<file path="config.mk">
export PLATFORM = sky130hd
export DESIGN_NAME = lsu_unit
export DESIGN_NICKNAME = d
export VERILOG_FILES = /design/src/rtl/lsu_unit_pkg.sv /design/src/rtl/lsu_unit_align.sv /design/src/rtl/lsu_unit.sv
export SDC_FILE = /design/constraint.sdc
export NUM_CORES = 1
export LEC_CHECK = 0
export BUFFER_PORTS_ARGS = -buffer_cell sky130_fd_sc_hd__buf_2
export CAP_MARGIN = 30
export CORE_MARGIN = 3
export CORE_UTILIZATION = 45
export DETAILED_ROUTE_END_ITERATION = 8
export HOLD_SLACK_MARGIN = 0.1
export PLACE_DENSITY = 0.74
export SLEW_MARGIN = 10
export SYNTH_ARGS = -nofsm -noshare
export SYNTH_HDL_FRONTEND = slang
export SYNTH_SLANG_ARGS = --single-unit
</file>
<file path="constraint.sdc">
create_clock -name clk -period 2.2 [get_ports clk]
set_clock_uncertainty 0.05 [all_clocks]
set_input_delay 0.44 -clock clk [delete_from_list [all_inputs] [get_ports clk]]
set_output_delay 0.44 -clock clk [all_outputs]
set_load 0.02 [all_outputs]
</file>
<file path="src/rtl/lsu_unit_pkg.sv">
// lsu_unit_pkg: shared types for the load/store unit.
//   word_t, except_t, mem_req_t (EXU->LSU), bus_query_req_t / bus_query_resp_t (LSU<->bus),
//   access size encodings MEM_B/MEM_H/MEM_W and exception codes.
package lsu_unit_pkg;
    localparam int XLEN = 32;
    typedef logic [XLEN-1:0] word_t;
    typedef logic [3:0] except_t;
    localparam logic [1:0] MEM_B = 2'b00;
    localparam logic [1:0] MEM_H = 2'b01;
    localparam logic [1:0] MEM_W = 2'b10;
    localparam except_t EXC_NONE           = 4'd0;
    localparam except_t EXC_LOAD_MISALIGN  = 4'd4;
    localparam except_t EXC_LOAD_FAULT     = 4'd5;
    localparam except_t EXC_STORE_MISALIGN = 4'd6;
    localparam except_t EXC_STORE_FAULT    = 4'd7;
    typedef struct packed {
        logic       load;
        logic       store;
        logic [1:0] size;
        logic       sign_ext;
        word_t      addr;
        word_t      wdata;
    } mem_req_t;
    typedef struct packed {
        logic       valid;
        logic       we;
        word_t      addr;
        word_t      wdata;
        logic [3:0] be;
    } bus_query_req_t;
    typedef struct packed {
        logic  ready;
        logic  valid;
        word_t rdata;
    } bus_query_resp_t;
endpackage

</file>
<file path="src/rtl/lsu_unit_align.sv">
// lsu_unit_align: combinational lane logic shared by the request and response paths.
//   in : size, off (byte offset), sign_ext, wdata, rdata
//   out: be (byte enables), wdata_rep (store data replicated over lanes), load_val (extracted load)
module lsu_unit_align
    import lsu_unit_pkg::*;
(
    input  logic [1:0] size,
    input  logic [1:0] off,
    input  logic       sign_ext,
    input  word_t      wdata,
    input  word_t      rdata,
    output logic [3:0] be,
    output word_t      wdata_rep,
    output word_t      load_val
);
    word_t sh;
    always_comb begin
        sh        = rdata >> {off, 3'b000};
        be        = (size == MEM_B ? 4'b0001 : size == MEM_H ? 4'b0011 : 4'b1111) << off;
        wdata_rep = size == MEM_B ? {4{wdata[7:0]}} : size == MEM_H ? {2{wdata[15:0]}} : wdata;
        load_val  = size == MEM_B ? {{24{sign_ext & sh[7]}}, sh[7:0]} :
                    size == MEM_H ? {{16{sign_ext & sh[15]}}, sh[15:0]} : sh;
    end
endmodule

</file>
<file path="src/rtl/lsu_unit.sv">
// lsu_unit: memory-stage load/store unit issuing one bus_query transaction per legal access.
//   in : clk, rst (async, active-low), in_valid, mem_req, flush, bus_resp
//   out: lsu_busy (pipeline stall), load_data, done (completion pulse), lsu_exception, bus_req
module lsu_unit
    import lsu_unit_pkg::*;
#(
    parameter int TIMEOUT_CYCLES = 256,
    parameter int ADDR_W         = 32
) (
    input  logic            clk,
    input  logic            rst,
    input  logic            in_valid,
    input  mem_req_t        mem_req,
    input  logic            flush,
    output logic            lsu_busy,
    output word_t           load_data,
    output logic            done,
    output except_t         lsu_exception,
    output bus_query_req_t  bus_req,
    input  bus_query_resp_t bus_resp
);
    typedef enum logic [1:0] {IDLE, REQ, WAIT, DRAIN} lsu_state_t;
    lsu_state_t  state, state_nx;
    logic [15:0] cnt;
    mem_req_t    req_q, cur;
    logic        live, misaligned, start, timeout, bus_valid;
    logic [3:0]  be;
    word_t       wdata_rep, load_val;
    // Live request drives the bus while idle; the latched copy is used once the access is in flight.
    assign cur        = state == IDLE ? mem_req : req_q;
    // Gating with rst keeps every output at zero for the whole reset window.
    assign live       = rst & in_valid & ~flush & (mem_req.load | mem_req.store);
    assign misaligned = (mem_req.size == MEM_H & mem_req.addr[0]) |
                        (mem_req.size == MEM_W & mem_req.addr[1:0] != 2'b00);
    assign start      = live & ~misaligned & state == IDLE;
    assign timeout    = TIMEOUT_CYCLES != 0 && state == WAIT && cnt >= 16'(TIMEOUT_CYCLES - 1);
    lsu_unit_align u_align (
        .size      (cur.size),
        .off       (cur.addr[1:0]),
        .sign_ext  (cur.sign_ext),
        .wdata     (cur.wdata),
        .rdata     (bus_resp.rdata),
        .be        (be),
        .wdata_rep (wdata_rep),
        .load_val  (load_val)
    );
    always_comb begin
        state_nx      = state;
        lsu_busy      = 1'b0;
        done          = 1'b0;
        lsu_exception = EXC_NONE;
        bus_valid     = 1'b0;
        case (state)
            IDLE: begin
                if (live & misaligned)
                    lsu_exception = mem_req.load ? EXC_LOAD_MISALIGN : EXC_STORE_MISALIGN;
                if (start) begin
                    bus_valid = 1'b1;
                    lsu_busy  = 1'b1;
                    state_nx  = bus_resp.ready ? WAIT : REQ;
                end
            end
            REQ: begin
                lsu_busy  = 1'b1;
                bus_valid = ~flush;
                state_nx  = flush ? IDLE : bus_resp.ready ? WAIT : REQ;
            end
            WAIT: begin
                if (bus_resp.valid) begin
                    done     = ~flush;
                    state_nx = IDLE;
                end else if (timeout) begin
                    lsu_exception = cur.load ? EXC_LOAD_FAULT : EXC_STORE_FAULT;
                    state_nx      = IDLE;
                end else begin
                    lsu_busy = 1'b1;
                    state_nx = flush ? DRAIN : WAIT;
                end
            end
            default: begin
                lsu_busy = 1'b1;
                state_nx = bus_resp.valid ? IDLE : DRAIN;
            end
        endcase
    end
    always_comb begin
        bus_req = '0;
        if (bus_valid) begin
            bus_req.valid = 1'b1;
            bus_req.we    = cur.store;
            bus_req.addr  = {cur.addr[ADDR_W-1:2], 2'b00};
            bus_req.wdata = wdata_rep;
            bus_req.be    = be;
        end
    end
    assign load_data = done & cur.load ? load_val : '0;
    always_ff @(posedge clk or negedge rst) begin
        if (!rst) begin
            state <= IDLE;
            cnt   <= '0;
            req_q <= '0;
        end else begin
            state <= state_nx;
            // Saturating WAIT-cycle counter, cleared on any exit from WAIT.
            cnt   <= state == WAIT && state_nx == WAIT ? cnt + {15'b0, cnt != 16'hFFFF} : '0;
            if (start)
                req_q <= mem_req;
        end
    end
endmodule

</file>
Word-level counts from Yosys, hierarchy flattened
Index checks and enable logic that the tools add are counted.

word-level totals
  register bits = 87
  input port bits = 107
  word-level logic and storage cells = 70

operators by class
  $add $sub $neg = 1
  $lt $le $gt $ge = 1
  equal/unequal tests = 7
  shifts and indexed selects = 2
  multiplexer cells = 31
  bitwise gates (word level) = 15
  reductions and logical operators = 5

operators by type and width
  operator                number
  $mux W32                5
  $mux W70                1
  $mux W69                1
  $shr A32 B5 Y32         1
  $add A16 B1 Y16         1
  $ge A16 B8 Y1 const B   1
  $mux W16                1
  $mux W2                 8
  $ne A16 B16 Y1 const B  1
  $and A1 B1 Y1           11
  $mux W3                 3
  $mux W4                 2
  $eq A2 B1 Y1 const B    3
  $eq A2 B2 Y1 const B    3
  $mux W1                 6
  $pmux W2 S3             1
  $pmux W3 S2             1
  $logic_not A2 Y1        2
  $pmux W1 S2             2
  $shl A4 B2 Y4           1
  $logic_and A1 B1 Y1     2
  $not A1 Y1              2
  $or A1 B1 Y1            2
  $reduce_bool A2 Y1      1

Logic depth before layout (Yosys ltp)
Gate-level depths: netlist of the first run.

  word-level depth = 11
  gate-level depth with buffers = 8
  mapped depth without buffers = 8

Modules after synthesis
From an unflattened synthesis of the first run, not the netlist that was laid out.

second synthesis, totals
  cells, all modules = 715
  area, all modules = 6027.0 um^2

by module, submodules not included
  module          instances  cells an instance  area each (um^2)  sequential area each (um^2)
  lsu_unit        1          539                4840.9            2177.1
  lsu_unit_align  1          176                1186.1            0.0

Worst setup path after synthesis of the first run
OpenSTA, ideal clock, no wires.

  path type = reg2out
  start = register state[0]
  end = output port bus_req[28] (netlist name)
  arrival = 2.396 ns
  setup slack = -0.686 ns
  stages on the path, launching flop included = 7
  path buffers = 3
  cell sequence = dfrtp_1 or2_1 buf_6 buf_4 buf_2 mux2i_1 a2111oi_0

RTL lines
  item                    RTL line         source
  from (decl)             lsu_unit.sv:23   lsu_state_t state, state_nx;
  from (signal assigned)  lsu_unit.sv:103  state <= state_nx;
  to (decl)               lsu_unit.sv:19   output bus_query_req_t bus_req,

Worst setup path after layout of the first run
  start = register state[1]
  end = output port load_data[27]

between the ends
  word-level cells in the longest chain between the ends = 7
  elaborated cells between the ends (all ways) = 13
  classes of those cells = eq/ne: 2; shift: 1; mux: 5; bitwise: 3; reduce/logical: 2

RTL lines
  item              RTL line              source
  $logic_not A2 Y1  lsu_unit.sv:30        assign cur = state == IDLE ? mem_req : req_q;
  $mux W69          lsu_unit.sv:30
  $shr A32 B5 Y32   lsu_unit_align.sv:18  sh = rdata >> {off, 3'b000};
  $and A1 B1 Y1     lsu_unit_align.sv:22  size == MEM_H ? {{16{sign_ext & sh[15]}}, sh[15:0]} : sh;
  $mux W32          lsu_unit_align.sv:22
  $mux W32          lsu_unit_align.sv:21  load_val = size == MEM_B ? {{24{sign_ext & sh[7]}}, sh[7:0]} :
  $mux W32 (*)      lsu_unit.sv:96        assign load_data = done & cur.load ? load_val : '0;
  to (decl)         lsu_unit.sv:16        output word_t load_data,

Mark *: on every way between the ends. The rest lies on a longest branch, timed or not.

==> results.yml, run 1 <==
hold_path:
  hold_path_startpoint: "bus_resp[33]"
  hold-path-cell-count: 2
  worstHoldEndpoint: "state[0]"
  worstHoldPathType: "input port to flop"
critical_path:
  timing.critical_path.slowest_stage_cell: "o31a_4"
  crit-reg2reg-launch: "state[1]"
  critPathKind: "flop to output port"
  critPathArrivalTime_ns: 2.44
  crit_path_max_fanout: 10
  start_kind: "flop"
  path_common_cell: "buf_6"
  path_cells: "buf_6, nor3b_4, o21ai_2, and3_4, o31a_4, buf_12, nor3_4, buf_6"
  worst_r2r_endpoint: "req_q[10]"
  worstPathBufferInverterCount: 3
  critical_path.endpoint_type: "output port"
  crit_required_ns: 1.71
  reg2reg_setup_slack_ns: 0
  reg2reg_depth: 7
  timing.critical_path.max_delay_family: "simple AND/OR/NAND/NOR gates"
  critical_path.max_stage_delay_ns: 0.42
finish:
  multiInputGateArea_um2: 4510
  final_core_util_pct: 84.1
  final_nets: 1012
  layout.filler_cells: 588
  area_delta_synth_final_pct: 80.6
  drive_gt1_share_pct: 67.4
  cell_area_after_layout_um2: 10200
  final-seq-area_um2: 2180
global_route:
  overflow: 0
  pin_count_of_the_biggest_net_entering_global_routing: 65
  grt_pass1_vias: 6439
  initial_antenna_violation_count: 3
  grt_first_pass_wirelength_um: 33100
  global_route_usage_over_all_layers_pct: 29.2
job:
  drv.max_cap_violation_count: 0
route:
  detail_route.wl_per_cell_um: 23.2
  detail_route.iter0.violations: 639
  via_per_inst: 6.03
  routed_wl_um: 25000
  first_pass_drt_iterations: 5
  final_antenna_net_count: 0
  num_vias: 6492
  route.detailed.drc: 0
synthesis:
  synth_cell_type_count: 56
  ffs_w_async_s_r_synth_pct: 100
  post-synth-top-count-cell: "dfrtp_1"
  synth_top_cells_by_area: "dfrtp_1, mux2_2, nand2_1"
  synth_warnings: 0
  seq_area_frac_synth_pct: 38.4
  syn-mean-instance-area_um2: 9.60
  yosys.area.top_type: "dfrtp_1"
  syn-instance-count: 590
  mappedNetlistArea_um2: 5670
  synth_edf_count: 0
  postSynthRegisterBits: 87
  synth.cells.most_frequent: "dfrtp_1, nand2_1, mux2_2"
  synth-main-ff-cell: "dfrtp_1"
  synth_top_cell_area_share_pct: 38.4
clocking:
  worst_setup_hold_path_clk_slew_ns: 0.06
  cts_inserted_buffers: 9
  cts.htree.levels: 3
  ctsRootBufferMaster: "clkbuf_16"
  clkLatencyLatePin_ns: 0.34
  cts.path.max_buffers: 2
  number_of_sinks_on_the_clock_net: 87
  tritoncts_clock_tree: "done"
power:
  clock_share_of_power_pct: 27.5
  max-vdd-ir-drop_uv: 470
  power_frac_seq_pct: 37.9
  pwr_density_cell_nw_per_um2: 578
  power.share.combinational_pct: 34.5
  p_sw_share_pct: 32.7
  p_leak_nw: 4.52
  internal_power_mw: 3.98
  switching_power_mw: 1.93
floorplanning:
  placement_rows: 40
  placeableCoreArea_um2: 12200
  dieWidth_um: 118
  start_util_pct: 46.6
  floorplan.die_area_um2: 14000
  boundaryPins: 215
  die_height_um: 118
sta:
  highest_attainable_clock_frequency_mhz: 342
  max_slew.worst_pin.slew_ns: 0.546
  finalSetupViolations: 105
  setup_slack_ns: -0.728
  rel_slew_slack_pct: 62.5
  report.final.hold_viol_count: 0
  slew_violations: 0
  finalWorstPathRequiredPeriod_ns: 2.93
  rsz0062_at_grt: "true"
  min_period_over_period_pct: 133
status:
  run_status: "complete, but fails checks"
  violated_checks: "negative setup slack"
placed_design:
  postPlaceCellArea_um2: 8140
  finalWeightedCongestion: 0.899
  dp.final_hpwl_um: 14100
  portBuffers: 211
## through the flow
step / hold slack (ns) / TNS (ns) / total power [mW] / setup slack, ns / std cells
floorplan: 0.0944 / -7.72 / 3.12 / -0.251 / 599
global placement: 0.281 / -32.35 / 3.62 / -0.343 / 1023
detailed placement: 0.293 / -38.17 / 3.72 / -0.381 / 1024
CTS: 0.282 / -49.00 / 5.57 / -0.674 / 1059
global route: 0.293 / -53.66 / 6.12 / -0.820 / 1076
finish: 0.280 / -46.53 / 5.91 / -0.728 / 1076
## state kept, by name, summed over array words and instances, names as in the netlist
name   flops
cnt       16
req_q     69
state      2
## metal layers
metal  vias to the layer above  global-route usage [%]  wire, µm
li1                       2750                       -         -
met1                      3167                    33.7      8580
met2                       438                    51.8     12700
met3                       133                    7.70      2210
met4                         4                    11.1      1440
met5                         -                       0        22
## what timing repair did
action                                 4_1_cts  5_1_grt
pin swaps                                   27       31
setup buffers                               15       16
setup endpoints to repair                  172      144
hold buffers                                 1        0
endpoints found under the hold margin        1        0
gates cloned                                 4        3
resized for setup                          186      161
## worst max path at each step
stage / cells after the start / start / end
3_5_place_dp: 7 / state[1] / load_data[10]
2_1_floorplan: 7 / state[0] / load_data[21]
6_report: 8 / state[1] / load_data[27]
3_3_place_gp: 8 / mem_req[33] / bus_req[30]
4_1_cts: 7 / state[0] / load_data[28]
5_1_grt: 8 / state[1] / load_data[18]
## layout by cell type, fill, tap and decap left out, types with 8 or more instances in the layout
cell,netlist,routed
a2111oi_4,0,8
a211oi_2,0,16
a211oi_4,0,13
a21oi_1,43,11
a21oi_2,0,22
a21oi_4,0,10
a31oi_1,8,8
and2_1,22,13
and2_4,0,9
buf_12,0,19
buf_2,20,114
buf_4,6,118
buf_6,3,82
clkbuf_16,0,11
conb_1,1,10
dfrtp_1,87,87
mux2_2,83,79
mux2i_1,27,13
mux2i_4,0,10
nand2_1,84,76
nand3b_1,11,11
nor2_1,30,12
nor2_4,1,16
nor3_4,0,16
## power by group through the flow
| stage | registers, mW | clock network, mW | logic, mW |
|---|---|---|---|
| 6_report | 2.24 | 1.63 | 2.04 |
| 5_1_grt | 2.27 | 1.71 | 2.13 |
| 4_1_cts | 2.18 | 1.63 | 1.76 |
| 3_5_place_dp | 2.18 | 0 | 1.54 |
| 3_3_place_gp | 2.15 | 0 | 1.48 |
| 2_1_floorplan | 2.12 | 0 | 0.998 |
## layout make-up
class                      instances  area share [%]
sequential                        87            21.3
multi-input combinational        457            44.1
tap                              168            2.05
clock buffer                      12            2.31
antenna                            1          0.0245
clock inverter                     3           0.673
timing repair buffer             345            29.4
inverter                           3           0.110
## cell families after synthesis
group,share of synthesized area (%)
AOI/OAI and AO/OA,14.7
buffers and inverters,4.95
adders and majority gates,0.442
DFF,38.4
xor gates and xnor gates,1.08
and+or+nand+nor,18.8
muxes,21.5
other,0.0662
Power figures use the tool's default switching activity.
==> run 2: changes to the inputs <==
--- a/config.mk
+++ b/config.mk
@@ -12,7 +12,8 @@
 export DETAILED_ROUTE_END_ITERATION = 8
 export HOLD_SLACK_MARGIN = 0.1
 export PLACE_DENSITY = 0.74
-export SLEW_MARGIN = 10
+export SKIP_CTS_REPAIR_TIMING = 1
+export SLEW_MARGIN = 20
 export SYNTH_ARGS = -nofsm -noshare
 export SYNTH_HDL_FRONTEND = slang
 export SYNTH_SLANG_ARGS = --single-unit
==> run 2 against run 1 <==
  * The flow still finishes with violations (negative setup slack)
  * Total power shrank 6.7%
  * Combinational power shrank 10%
  * Largest cell class unchanged
  * Fmax shrank 0.25%
  * Die area is the same
  * Count of clock-buffer cells in the layout grew 1
  * Flip-flop and latch count is the same
  * Global-route usage shrank 3.2 points
==> results.yml, run 2 (synthesized netlist as in run 1, its figures left out) <==
route:
  detail_route.iter0.violations: 411
  num_vias: 6132
  first_pass_drt_iterations: 4
  via_per_inst: 5.76
  routed_wl_um: 21700
  final_antenna_net_count: 0
  route.detailed.drc: 0
  detail_route.wl_per_cell_um: 20.4
status:
  violated_checks: "negative setup slack"
  run_status: "complete, but fails checks"
floorplanning:
  floorplan.die_area_um2: 14000
  die_height_um: 118
  placeableCoreArea_um2: 12200
  start_util_pct: 46.6
  placement_rows: 40
  boundaryPins: 215
  dieWidth_um: 118
sta:
  worst_hold_slack_ns: 0.278
  slew_violations: 0
  report.final.hold_viol_count: 0
  finalWorstPathRequiredPeriod_ns: 2.94
  rsz0062_at_grt: "true"
  finalSetupViolations: 104
  setup_slack_ns: -0.735
  min_period_over_period_pct: 133
  max_slew.worst_pin.slew_ns: 0.715
  rel_slew_slack_pct: 52.3
  highest_attainable_clock_frequency_mhz: 341
global_route:
  grt_first_pass_wirelength_um: 29700
  overflow: 0
  initial_antenna_violation_count: 3
  grt_pass1_vias: 6118
  pin_count_of_the_biggest_net_entering_global_routing: 53
  global_route_usage_over_all_layers_pct: 26.0
finish:
  drive_gt1_share_pct: 64.5
  layout.filler_cells: 730
  final_core_util_pct: 79.7
  layout_common_cells: "buf_4, buf_2, dfrtp_1"
  most_common_library_cell_in_the_layout_ignoring_fill_and_taps: "buf_4"
  final_nets: 1000
  area_delta_synth_final_pct: 71.1
  final_cell_count_no_fill: 1064
  largest_register_ffs: 69
  antenna_cells_inserted: 0
  layout_top_registers: "req_q x69, cnt x16, state x2"
  top_register: "req_q"
placed_design:
  finalWeightedCongestion: 0.899
  dp_slack_ns: -0.415
  portBuffers: 211
  dp_cells: 1024
  dp.final_hpwl_um: 14200
clocking:
  cts_inserted_buffers: 9
  cts.path.max_buffers: 2
  tritoncts_clock_tree: "done"
  number_of_sinks_on_the_clock_net: 87
  cts.htree.levels: 3
  clkLatencyLatePin_ns: 0.34
  worst_setup_hold_path_clk_slew_ns: 0.06
  ctsRootBufferMaster: "clkbuf_16"
power:
  power.share.combinational_pct: 33.2
  p_sw_share_pct: 31.7
  max-vdd-ir-drop_uv: 437
  switching_power_mw: 1.75
  clock_share_of_power_pct: 27.1
  pwr_density_cell_nw_per_um2: 569
  internal_power_mw: 3.76
  p_total_mw: 5.51
  power_frac_seq_pct: 39.7
  p_leak_nw: 4.36
critical_path:
  crit_path_max_fanout: 7
  crit_required_ns: 1.71
  critical_path.endpoint_type: "output port"
  reg2reg_depth: 6
  crit-reg2reg-launch: "state[0]"
  setup.worst_path.end: "load_data[17]"
  critPathArrivalTime_ns: 2.45
  cp-startpoint: "state[0]"
  reg2reg_setup_slack_ns: 0.07
  critPathKind: "flop to output port"
  worst_r2r_endpoint: "req_q[16]"
  start_kind: "flop"
hold_path:
  worstHoldPathType: "input port to flop"
job:
  drv.max_cap_violation_count: 0
run 2: how the worst min path moves through the flow:
stage / startpoint / to / cells after the start
3_5_place_dp: rst / req_q[32] / 2
4_1_cts: rst / req_q[32] / 2
2_1_floorplan: rst / cnt[0] / 0
6_report: bus_resp[33] / state[0] / 2
5_1_grt: mem_req[38] / req_q[38] / 2
3_3_place_gp: rst / req_q[32] / 2
run 2: critical path, stage by stage (launching register included):
cell and delay (ns):
dfrtp_1 0.39, or2_4 0.29, mux2_4 0.32, and3_4 0.16, o31a_4 0.43, buf_12 0.18
nor3_4 0.20, buf_6 0.15
run 2: cell type report:
type | count | area (µm²) | area share, %
Inverter | 3 | 11.3 | 0.116
Sequential cell | 87 | 2180 | 22.5
Clock inverter | 3 | 43.8 | 0.452
Timing Repair Buffer | 332 | 2730 | 28.2
Tap cell | 168 | 210 | 2.17
Multi-Input combinational cell | 458 | 4280 | 44.1
Clock buffer | 13 | 240 | 2.48
run 2: metrics by stage:
stage / area (µm²) / TNS, ns
2_1_floorplan: 6320 / -7.72
3_3_place_gp: 8120 / -32.35
3_5_place_dp: 8140 / -38.75
4_1_cts: 8420 / -67.16
5_1_grt: 9690 / -60.96
6_report: 9690 / -52.22
run 2: metal layers:
| metal | up-vias | global-route usage, % | part of all wire (%) |
|---|---|---|---|
| met1 | 3002 | 30.0 | 37 |
| met4 | 6 | 10.2 | 4.1 |
| met5 | - | 0 | 0.12 |
| met2 | 305 | 45.6 | 52 |
| met3 | 79 | 7.18 | 7.2 |
| li1 | 2740 | - | - |
run 2: power by group through the flow:
stage	sequential (mW)	combinational [mW]	clock (mW)
after global placement	2.15	1.48	0
after global routing	2.22	1.94	1.59
final	2.19	1.83	1.49
after floorplan	2.12	0.998	0
after CTS	2.16	1.54	1.53
after detailed placement	2.19	1.54	0
==> run 3: changes to the inputs <==
--- a/config.mk
+++ b/config.mk
@@ -6,11 +6,13 @@
 export NUM_CORES = 1
 export LEC_CHECK = 0
 export BUFFER_PORTS_ARGS = -buffer_cell sky130_fd_sc_hd__buf_2
-export CAP_MARGIN = 30
+export CAP_MARGIN = 0
+export CORE_ASPECT_RATIO = 0.7
 export CORE_MARGIN = 3
 export CORE_UTILIZATION = 45
 export DETAILED_ROUTE_END_ITERATION = 8
 export HOLD_SLACK_MARGIN = 0.1
+export MAX_ROUTING_LAYER = met4
 export PLACE_DENSITY = 0.74
 export SKIP_CTS_REPAIR_TIMING = 1
 export SLEW_MARGIN = 20
==> run 3 against run 2 <==
  * The flow still finishes with violations (negative setup slack)
  * Routed wire length down 1.2%
  * Sequential share of layout area fell by 0.058 points
  * Count of clock-buffer cells in the layout down 3
  * Largest power group unchanged
==> results.yml, run 3 (synthesized netlist as in run 1, its figures left out) <==
power:
  p_total_mw: 5.68
  p_leak_nw: 4.38
  max-vdd-ir-drop_uv: 444
  pwr_density_cell_nw_per_um2: 585
critical_path:
  critPathKind: "flop to output port"
  start_kind: "flop"
  critPathArrivalTime_ns: 2.41
  crit_path_max_fanout: 9
  crit_required_ns: 1.71
  critical_path.endpoint_type: "output port"
finish:
  final_nets: 1001
  most_common_library_cell_in_the_layout_ignoring_fill_and_taps: "buf_2"
  layout_common_cells: "buf_2, buf_4, dfrtp_1"
  top_register: "req_q"
  drive_gt1_share_pct: 65.6
  multiInputGateArea_um2: 4290
  final-seq-area_um2: 2180
  layout.filler_cells: 678
  layout_top_registers: "req_q x69, cnt x16, state x2"
  final_core_util_pct: 80.9
  final_cell_count_no_fill: 1054
  antenna_cells_inserted: 0
  largest_register_ffs: 69
  area_delta_synth_final_pct: 71.5
global_route:
  grt_pass1_vias: 5772
  grt_first_pass_wirelength_um: 29600
  pin_count_of_the_biggest_net_entering_global_routing: 51
  initial_antenna_violation_count: 0
  global_route_usage_over_all_layers_pct: 26.9
  overflow: 0
sta:
  rsz0062_at_grt: "true"
  setup_slack_ns: -0.705
  rel_slew_slack_pct: 55.8
  max_slew.worst_pin.slew_ns: 0.662
  report.final.hold_viol_count: 0
  slew_violations: 0
  min_period_over_period_pct: 132
  highest_attainable_clock_frequency_mhz: 344
  finalSetupViolations: 104
  finalWorstPathRequiredPeriod_ns: 2.90
status:
  run_status: "complete, but fails checks"
  violated_checks: "negative setup slack"
clocking:
  clkLatencyLatePin_ns: 0.34
  tritoncts_clock_tree: "done"
  cts_inserted_buffers: 9
  ctsRootBufferMaster: "clkbuf_16"
  cts.path.max_buffers: 2
  worst_setup_hold_path_clk_slew_ns: 0.06
  cts.htree.levels: 3
  number_of_sinks_on_the_clock_net: 87
placed_design:
  portBuffers: 211
  dp_cells: 1011
  finalWeightedCongestion: 0.955
  dp.final_hpwl_um: 14500
route:
  route.detailed.drc: 0
  via_per_inst: 5.81
  routed_wl_um: 21500
  first_pass_drt_iterations: 5
  detail_route.iter0.violations: 438
  detail_route.wl_per_cell_um: 20.4
  num_vias: 6121
  final_antenna_net_count: 0
floorplanning:
  start_util_pct: 47.2
  placement_rows: 33
  die_height_um: 99.9
  dieWidth_um: 140
  placeableCoreArea_um2: 12000
  boundaryPins: 215
  floorplan.die_area_um2: 14000
job:
  drv.max_cap_violation_count: 0
hold_path:
  worstHoldPathType: "input port to async pin"
[run 3: cell types whose count changed in the layout (fill, tap and decap cells not counted), moves of 7 or more]
| cell | change |
|---|---|
| a21oi_2 | +10 |
| a21oi_4 | -8 |
| buf_2 | +7 |
| buf_6 | -10 |
| a211oi_4 | +10 |
[run 3: area by class of cell]
type | count | area share, %
multi-input cells | 457 | 44.2
repair buffers | 334 | 28.1
flip-flops and latches | 87 | 22.4
clock buffers | 10 | 2.46
well taps | 157 | 2.02
clock inverters | 6 | 0.708
inverters | 3 | 0.116
[run 3: worst max-delay path, cell delays in order, from the launching register on]
cell	delay (ns)
dfrtp_1	0.42
buf_6	0.15
nor3b_4	0.29
nor3_2	0.08
o21a_1	0.22
o31a_4	0.38
buf_12	0.16
nor3_2	0.19
buf_4	0.18
[run 3: worst paths after layout]
check / startpoint / end / slack (ns) / cells after the start
max in group asynchronous: rst / req_q[6] / 0.86 / 3
worst min-delay path: rst / req_q[57] / 0.19 / 2
min in group clk: bus_resp[33] / state[0] / 0.28 / 2
worst max-delay path: state[0] / load_data[17] / -0.70 / 8
worst max register to register: state[0] / req_q[19] / 0.05 / 6
worst min register to register: req_q[23] / req_q[23] / 0.45 / 1
[run 3: metrics by stage]
stage | hold slack (ns) | setup slack (ns) | instance area, µm² | setup TNS [ns]
2_1_floorplan | 0.0944 | -0.251 | 6320 | -7.72
3_3_place_gp | 0.428 | -0.356 | 8140 | -25.93
3_5_place_dp | 0.434 | -0.354 | 8140 | -28.42
4_1_cts | 0.195 | -0.690 | 8450 | -56.21
5_1_grt | 0.210 | -0.784 | 9720 | -54.87
6_report | 0.187 | -0.705 | 9720 | -48.39
[run 3: power by group]
part           leakage (nW)  switching (mW)  internal (mW)
combinational          3.16           0.937          0.971
sequential             1.06           0.240           1.96
clock                 0.149           0.653          0.917
total                  4.38            1.83           3.85
[run 3: metal layers]
layer | track usage, % | part of all wire (%) | up-vias
met5 | - | 0 | -
li1 | - | - | 2727
met1 | 35.9 | 43 | 3101
met4 | 6.03 | 1.9 | 0
met3 | 6.00 | 6.1 | 38
met2 | 42.7 | 49 | 255
